==> src/rtl/regfile_wb_arbiter.sv <==
// regfile_wb_arbiter
// Shares the single register-file write port between the in-order writeback
// stage and the long-latency unit (LLU). It tracks registers with pending
// LLU results, stalls decode on hazards against them, and forces an LLU
// grant after a bounded number of denied cycles so the LLU cannot starve.
module regfile_wb_arbiter #(
    parameter int MAX_OUTSTANDING = 4,
    parameter int STARVE_LIMIT    = 8
) (
    input  logic        clk,
    input  logic        rst_n,

    input  logic        pipe_we,
    input  logic [4:0]  pipe_rd,
    input  logic [31:0] pipe_wd,
    output logic        pipe_hold,

    input  logic        llu_valid,
    input  logic [4:0]  llu_rd,
    input  logic [31:0] llu_wd,
    output logic        llu_ready,

    input  logic        issue_valid,
    input  logic [4:0]  issue_rd,
    output logic        issue_ready,

    input  logic [4:0]  dec_rs1,
    input  logic [4:0]  dec_rs2,
    input  logic [4:0]  dec_rd,
    input  logic        dec_rs1_used,
    input  logic        dec_rs2_used,
    input  logic        dec_we,
    output logic        dec_stall,

    output logic [4:0]  ad3,
    output logic [31:0] wd3,
    output logic        we3
);

    localparam int CNT_W  = $clog2(MAX_OUTSTANDING + 1);
    localparam int WAIT_W = $clog2(STARVE_LIMIT + 1);

    localparam logic [CNT_W-1:0]  CNT_MAX   = CNT_W'(MAX_OUTSTANDING);
    localparam logic [WAIT_W-1:0] WAIT_SAT  = WAIT_W'(STARVE_LIMIT);
    localparam logic [WAIT_W-1:0] WAIT_FIRE = WAIT_W'(STARVE_LIMIT - 1);

    typedef enum logic {
        ST_NORMAL = 1'b0,
        ST_FORCE  = 1'b1
    } arbState_e;

    arbState_e         state_q, state_d;
    logic [WAIT_W-1:0] waitCnt_q, waitCnt_d;
    logic [31:0]       busy_q, busy_d;
    logic [CNT_W-1:0]  outstanding_q, outstanding_d;

    logic        pipeAct;
    logic        lluAct;
    logic        lluReadyInt;
    logic        pipeHoldInt;
    logic        issueReadyInt;
    logic        decStallInt;
    logic        doSet;
    logic        doClear;
    logic [4:0]  ad3Int;
    logic [31:0] wd3Int;
    logic        we3Int;

    // Writes to x0 are not real requests for either source.
    assign pipeAct = pipe_we & (pipe_rd != 5'd0);
    assign lluAct  = llu_valid & (llu_rd != 5'd0);

    // Arbiter FSM: writeback wins in NORMAL, the LLU is granted unconditionally for one FORCE cycle.
    always_comb begin
        state_d     = state_q;
        lluReadyInt = 1'b0;
        pipeHoldInt = 1'b0;
        case (state_q)
            ST_NORMAL: begin
                lluReadyInt = llu_valid & ~pipeAct;
                if (llu_valid && !lluReadyInt && (waitCnt_q == WAIT_FIRE)) begin
                    state_d = ST_FORCE;
                end
            end
            ST_FORCE: begin
                lluReadyInt = llu_valid;
                pipeHoldInt = 1'b1;
                state_d     = ST_NORMAL;
            end
            default: begin
                state_d = ST_NORMAL;
            end
        endcase
    end

    // Starvation counter: counts consecutive denied LLU cycles and saturates rather than wrapping.
    always_comb begin
        waitCnt_d = waitCnt_q;
        if (!llu_valid || lluReadyInt) begin
            waitCnt_d = '0;
        end else if (waitCnt_q != WAIT_SAT) begin
            waitCnt_d = waitCnt_q + WAIT_W'(1);
        end
    end

    // Write-port mux: a granted LLU result takes the port, otherwise an unheld pipe write.
    always_comb begin
        ad3Int = 5'd0;
        wd3Int = 32'd0;
        we3Int = 1'b0;
        if (lluReadyInt) begin
            ad3Int = llu_rd;
            wd3Int = llu_wd;
            we3Int = lluAct;
        end else if (pipeAct && !pipeHoldInt) begin
            ad3Int = pipe_rd;
            wd3Int = pipe_wd;
            we3Int = 1'b1;
        end
    end

    // Scoreboard: set on accepted issue, clear on LLU writeback of a busy register; x0 never busy.
    always_comb begin
        issueReadyInt = ~busy_q[issue_rd] & (outstanding_q < CNT_MAX);
        doSet         = issue_valid & issueReadyInt & (issue_rd != 5'd0);
        doClear       = lluReadyInt & lluAct & busy_q[llu_rd];

        busy_d = busy_q;
        if (doClear) begin
            busy_d[llu_rd] = 1'b0;
        end
        if (doSet) begin
            busy_d[issue_rd] = 1'b1;
        end
        busy_d[0] = 1'b0;

        outstanding_d = outstanding_q;
        case ({doSet, doClear})
            2'b10:   outstanding_d = outstanding_q + CNT_W'(1);
            2'b01:   outstanding_d = outstanding_q - CNT_W'(1);
            default: outstanding_d = outstanding_q;
        endcase
    end

    // Hazard stall: any used operand or destination pending in the LLU, or a held pipe.
    always_comb begin
        decStallInt = (dec_rs1_used & busy_q[dec_rs1])
                    | (dec_rs2_used & busy_q[dec_rs2])
                    | (dec_we & busy_q[dec_rd])
                    | pipeHoldInt;
    end

    // State registers with synchronous active-low reset that drops all pending scoreboard state.
    always_ff @(posedge clk) begin
        if (!rst_n) begin
            state_q       <= ST_NORMAL;
            waitCnt_q     <= '0;
            busy_q        <= '0;
            outstanding_q <= '0;
        end else begin
            state_q       <= state_d;
            waitCnt_q     <= waitCnt_d;
            busy_q        <= busy_d;
            outstanding_q <= outstanding_d;
        end
    end

    // All outputs are held low while reset is asserted.
    assign pipe_hold   = rst_n & pipeHoldInt;
    assign llu_ready   = rst_n & lluReadyInt;
    assign issue_ready = rst_n & issueReadyInt;
    assign dec_stall   = rst_n & decStallInt;
    assign we3         = rst_n & we3Int;
    assign ad3         = rst_n ? ad3Int : 5'd0;
    assign wd3         = rst_n ? wd3Int : 32'd0;

endmodule

==> config.mk <==
export PLATFORM = sky130hd
export DESIGN_NAME = regfile_wb_arbiter
export DESIGN_NICKNAME = d
export VERILOG_FILES = /design/src/rtl/regfile_wb_arbiter.sv
export SDC_FILE = /design/constraint.sdc
export NUM_CORES = 1
export LEC_CHECK = 0
export ABC_AREA = 1
export BUFFER_PORTS_ARGS = -buffer_cell sky130_fd_sc_hd__buf_2
export CAP_MARGIN = 5
export CORE_UTILIZATION = 30
export CTS_CLUSTER_SIZE = 24
export DETAILED_ROUTE_END_ITERATION = 10
export GPL_TIMING_DRIVEN = 0
export PLACE_DENSITY = 0.6
export SLEW_MARGIN = 20
export SYNTH_ARGS = -nofsm -noshare
export SYNTH_HDL_FRONTEND = slang
export SYNTH_SLANG_ARGS = --single-unit
==> constraint.sdc <==
create_clock -name clk -period 4.4 [get_ports clk]
set_input_delay 0.22 -clock clk [delete_from_list [all_inputs] [get_ports clk]]
set_output_delay 0.22 -clock clk [all_outputs]
set_load 0.05 [all_outputs]
Word level (Yosys, flattened, before mapping)
Index checks and enable logic that the tools add are counted.
W data, S select, Z words.
{ "op_classes": {"add_sub_neg": 3, "order_cmp": 8, "n_eq_ne": 4, "n_mux": 29, "bitwise_logic": 26, "reduce_logical": 14} }
{ "ops": {"columns": ["operator", "n"], "rows": [
  ["$mux W32", 5],
  ["$and A32 B32 Y32", 1],
  ["$not A32 Y32", 1],
  ["$or A32 B32 Y32", 1],
  ["$lt A5 B6 Y1 const B", 5],
  ["$bmux W1 S5", 5],
  ["$and A1 B1 Y1", 16],
  ["$mux W5", 3],
  ["$reduce_bool A5 Y1", 3],
  ["$mux W1", 11],
  ["$demux W1 S5", 2],
  ["$ge A5 B1 Y1 const B", 2],
  ["$pmux W3 S2", 1],
  ["$logic_and A1 B1 Y1", 5],
  ["$add A4 B1 Y4 const B", 1],
  ["$eq A4 B3 Y1 const B", 1],
  ["$ne A4 B4 Y1 const B", 1],
  ["$not A1 Y1", 4],
  ["$pmux W1 S2", 2],
  ["$add A3 B1 Y3 const B", 1],
  ["$logic_not A1 Y1", 3],
  ["$lt A3 B3 Y1 const B", 1],
  ["$or A1 B1 Y1", 3],
  ["$sub A3 B1 Y3 const B", 1],
  ["other kinds (5)", 5]
]} }
{ "totals": {"ff_bits": 40, "inputBits": 102, "out_inout_bits": 42, "wordCells": 89} }

Logic depth before layout (Yosys ltp)
{ "logic_depth": {"depth_word": 10, "mapped_depth": 18, "ltp_nobuf": 17} }

Worst setup path before layout
No wires, ideal clock.
{ "synth_path": {"kind": "input-to-reg", "from": "input port issue_rd[1]", "to": "register outstanding_q[2]", "setup_time_ps": 70, "arrival_time_ps": 2324, "required_ps": 4330, "slack_ps": 2007, "path_stages": 17, "n_path_buf": 3, "path_cell_list": "buf_6 nand2_1 inv_2 buf_2 nand2_1 nand4_1 nand2_1 nand3_2 nor2_4 buf_6 nand3_1 ha_1 fa_1 a21oi_1 o21a_1 o21ai_0 a21oi_1"} }
{ "synth_via": {"elab_chain_len": 8, "word_cells_on_any_way": 11, "classes_between": "eq/ne: 2; mux: 3; bitwise: 4; reduce/logical: 2"} }
{ "synth_rtl": {"columns": ["element", "line", "rtl"], "rows": [
  ["start: declaration", "24", "input logic [4:0] issue_rd,"],
  ["$bmux W1 S5", "124", "issueReadyInt = ~busy_q[issue_rd] & (outstanding_q < CNT_MAX);"],
  ["$mux W1 (not written as such)", "124", null],
  ["$not A1 Y1", "124", null],
  ["$and A1 B1 Y1", "124", null],
  ["$and A1 B1 Y1", "125", "doSet = issue_valid & issueReadyInt & (issue_rd != 5'd0);"],
  ["$and A1 B1 Y1 *", "125", null],
  ["$eq A2 B1 Y1 / $eq A2 B2 Y1 (equally long branches)", "138", "case ({doSet, doClear})"],
  ["$pmux W3 S2 / $reduce_bool A2 Y1 (equally long branches)", null, null],
  ["end signal: assignment", "164", "outstanding_q <= outstanding_d;"],
  ["end: declaration", "55", "logic [CNT_W-1:0] outstanding_q, outstanding_d;"]
]} }
Mark *: on every way between the ends. The rest lies on a longest branch, timed or not. The select of a mux whose other input is x is not followed.
A chain may end at the register's enable or synchronous reset.

Final worst setup path
{ "layout_path": {"from": "register busy_q[7]", "to": "register outstanding_q[2]"} }
{ "layout_via": {"elab_chain_len": 8, "word_cells_on_any_way": 13, "classes_between": "eq/ne: 2; mux: 5; bitwise: 5; reduce/logical: 1"} }
{ "layout_rtl": {"columns": ["element", "line", "rtl"], "rows": [
  ["start: declaration", "54", "logic [31:0] busy_q, busy_d;"],
  ["start signal: assignment", "163", "busy_q <= busy_d;"],
  ["$bmux W1 S5", "124", null],
  ["$mux W1 (not written as such)", "124", null],
  ["$not A1 Y1", "124", null],
  ["$and A1 B1 Y1", "124", null],
  ["$and A1 B1 Y1 (2 in series)", "125", null],
  ["$eq A2 B1 Y1 / $eq A2 B2 Y1 (equally long branches)", "138", null],
  ["$pmux W3 S2 / $reduce_bool A2 Y1 (equally long branches)", null, null]
]} }
Several ways; a longest one is shown, not always the timed one. The select of a mux whose other input is x is not followed.

==> reports/results.env <==
OUTCOME='complete, no violations'
DETAIL_ROUTE.DRC_VIOLATIONS=0
WORST_SETUP_PATH_START_KIND='flop'
POWER.DENSITY_nW_PER_UM2=233
CTS_HTREE_LEVELS=2
SETUP-VIOLATIONS-FINAL=0
CTSHOLDBUFFERS=0
WL_UM=17700
ROUTED-VIA-COUNT=5656
SLEW_HEADROOM=0.502
PIN_COUNT_OF_THE_BIGGEST_NET_ENTERING_GLOBAL_ROUTING=13
BOUNDARYPINS=144
WORST-SLEW-PIN-TRANSITION_NS=0.741
SYNTH-EDFF-COUNT=0
FINAL_HPWL_DP_UM=13600
NETLIST_AREA_UM2=4130
CRITPATHREQUIREDTIME_NS=4.63
PLACEMENTROWS=42
SYNTH_LARGEST_AREA_CELL='dfxtp_1'
DIEWIDTH_UM=119
WORSTSETUPENDPOINTTYPE='flop'
AREA.GROWTH.SYNTH_TO_FINAL_PCT=26.0
GRT_PASS1_VIAS=5037
WL_PER_CELL_UM=17.1
CRITICAL_PATH_ARRIVAL_NS=3.00
CTS_MADE_BUFFERS=5
LAYOUT.FILLER_CELLS=1541
FIN_SKEW_NS=0.00419
ANT_NETS=0
SYNTH.FF_LATCH_COUNT=39
FIN_CRIT_SH=0.629
SLEW_VIOLATIONS=0
FINALNETCOUNT=966
SYNTH_CELL_TYPE_COUNT=29
POST-CTS-SETUP-BUFFER-COUNT=0
NET_COUNT_SYNTH=821
POST-LAYOUT-TOTAL-POWER_W=0.00121
FIN_SETUP_TNS_NS=0
MAX-CLOCK-PATH-BUFFERS=2
NETLIST.AREA_LEADER.SHARE=0.189
CP_MAX_FO=10
GLOBALROUTE.TOTALOVERFLOW=0
CLKSLEWWORSTSETUPHOLDPATHS_NS=0.06
FMAX_MHz=361
CRITPATHKIND='reg -> reg'
WORSTSKEWPAIRLATENCY_NS=0.29
AVG_VIAS_PER_CELL=5.45
POST_ROUTE_MINIMUM_PERIOD_NS=2.77
SYNTHFLOPTYPE='dfxtp_1'
INITIALDRTVIOLATIONCOUNT=490
CORE-AREA_UM2=13300
NUM_ANTENNA_CELLS=0
FIRST_PASS_ITERS=5
FIN_UTIL=0.389
FINAL_LAYOUT_SIZE_SUFFIX_GT1_FRAC=0.215
CTS_NUM_SINKS=39
PROPORTION_OF_REGISTER_BITS_WITH_ASYNCHRONOUS_SET_OR_RESET_AFTER_SYNTHESIS=0
NUMBER_OF_ANTENNA_VIOLATIONS_AT_THE_FIRST_CHECK_IN_GLOBAL_ROUTING=0
TOTAL_LEAKAGE_POWER_nW=2.28
POST_CTS.RESIZED_INSTANCES=0
MAXCAPVIOLCOUNT=0
PORT-BUFFER-COUNT=138
POSTSYNTHAREAPERCELL_UM2=5.77
LAYOUT_COMMON_CELLS='204 x nand2_1, 147 x buf_2, 81 x nand3_1'
GRT_PASS1_WL_UM=27100
YS_TOP_CELLS_BY_AREA='dfxtp_1 19%, nand2_1 19%, nand4_1 9.9%, nand3_1 9.8%, a32o_1 7.5%'
YS_SEQ_AREA_FRAC=0.189
TRITONCTS='built'
DIE_H_UM=119
AGGREGATE_GLOBAL_ROUTE_RESOURCE_USAGE=0.248
CTS.ROOT.BUFFER_CELL='clkbuf_16'
REPORT.FINAL.HOLD_VIOL_COUNT=0
POSTSYNTHCELLCOUNT=715
LAYOUT_COMMONEST_CELL='nand2_1'
GRT_SETUP_UNREPAIRED='no'
INITIAL_UTIL=0.309
MIN-DELAY-PATH-CLASS='in -> reg'
GP_CONGESTION=0.905
VDD.IR_DROP.WORST_uV=138
DIE_AREA_UM2=14200
YS_WARN_COUNT=0
==> flip-flops by register name, summed over array words and instances, names as in the netlist <==
signal         cells
waitCnt_q          4
outstanding_q      3
state_q            1
busy_q            31
==> cell usage after synthesis (2+ instances only) <==
cell type and number:
a32o_1 31, nor2_2 2, inv_2 6, inv_1 41
ha_1 3, o21ai_0 21, buf_2 9, nor2_4 3
nor3_1 17, nand3_1 81, a21oi_1 51, nand4_1 65
buf_6 10, nand2_1 204, nand3b_1 2, buf_4 5
clkinv_1 3, nand2_2 3, o211ai_1 6, dfxtp_1 39
nor2_1 78, clkbuf_1 25, o21ai_1 4
==> layout make-up <==
cell class / count / area [µm²] / area share
inverters: 50 / 188 / 0.0361
clock inverters: 1 / 7.51 / 0.00144
repair buffers: 138 / 691 / 0.133
well taps: 176 / 220 / 0.0424
multi-input cells: 577 / 2870 / 0.552
flip-flops and latches: 39 / 781 / 0.150
plain buffers: 49 / 289 / 0.0556
clock buffers: 7 / 153 / 0.0294
==> final timing paths <==
kind / from / endpoint / slack [ns] / cells after the start
setup / recovery: busy_q[7] / outstanding_q[2] / 1.63 / 15
hold / removal: issue_valid / busy_q[24] / 0.25 / 3
setup reg to reg: busy_q[7] / outstanding_q[2] / 1.63 / 15
hold reg to reg: outstanding_q[2] / outstanding_q[2] / 0.46 / 1
==> routing by layer <==
metal / wire length, µm / part of all wire / up-vias / global-route usage
met5: 0 / 0 / - / 0
met4: 721 / 0.041 / 0 / 0.112
met3: 1260 / 0.071 / 50 / 0.0268
met2: 8510 / 0.48 / 273 / 0.426
met1: 7250 / 0.41 / 2559 / 0.310
li1: - / - / 2774 / -
==> critical path, cell delays in order (launching register included) <==
cell and delay, ns:
dfxtp_1 0.31, inv_1 0.28, nor2_1 0.09, a21oi_1 0.12
nand2_1 0.10, a21oi_1 0.13, nand2_1 0.11, nor2_4 0.19
buf_6 0.17, nand3_1 0.08, ha_1 0.25, fa_1 0.40
a21oi_1 0.13, o21a_1 0.14, o21ai_0 0.07, a21oi_1 0.13
==> per-stage QoR <==
stage	area (µm²)	instances	hold WS, ns	setup slack, ns
5_1_grt	5200	1037	0.286	1.46
3_3_place_gp	5040	1029	0.447	1.67
6_report	5200	1037	0.248	1.63
2_1_floorplan	4130	715	0.383	2.01
4_1_cts	5200	1037	0.255	1.69
3_5_place_dp	5040	1029	0.457	1.65
==> power by group <==
part | internal, W | switching [W]
registers | 0.000362 | 0.0000139
clock network | 0.000242 | 0.000161
logic | 0.000137 | 0.000294
==> cells by family (layout without fill, tap and decap cells) <==
| group | Yosys count | in the layout | share of synthesized area |
|---|---|---|---|
| AOI/OAI and AO/OA | 115 | 115 | 0.182 |
| xor gates and xnor gates | 1 | 1 | 0.00212 |
| adders and majority gates | 4 | 4 | 0.0139 |
| buffers and inverters | 99 | 245 | 0.116 |
| DFF | 39 | 39 | 0.189 |
| and+or+nand+nor | 457 | 457 | 0.497 |
Note: power is estimated with default switching activity, not from simulation.
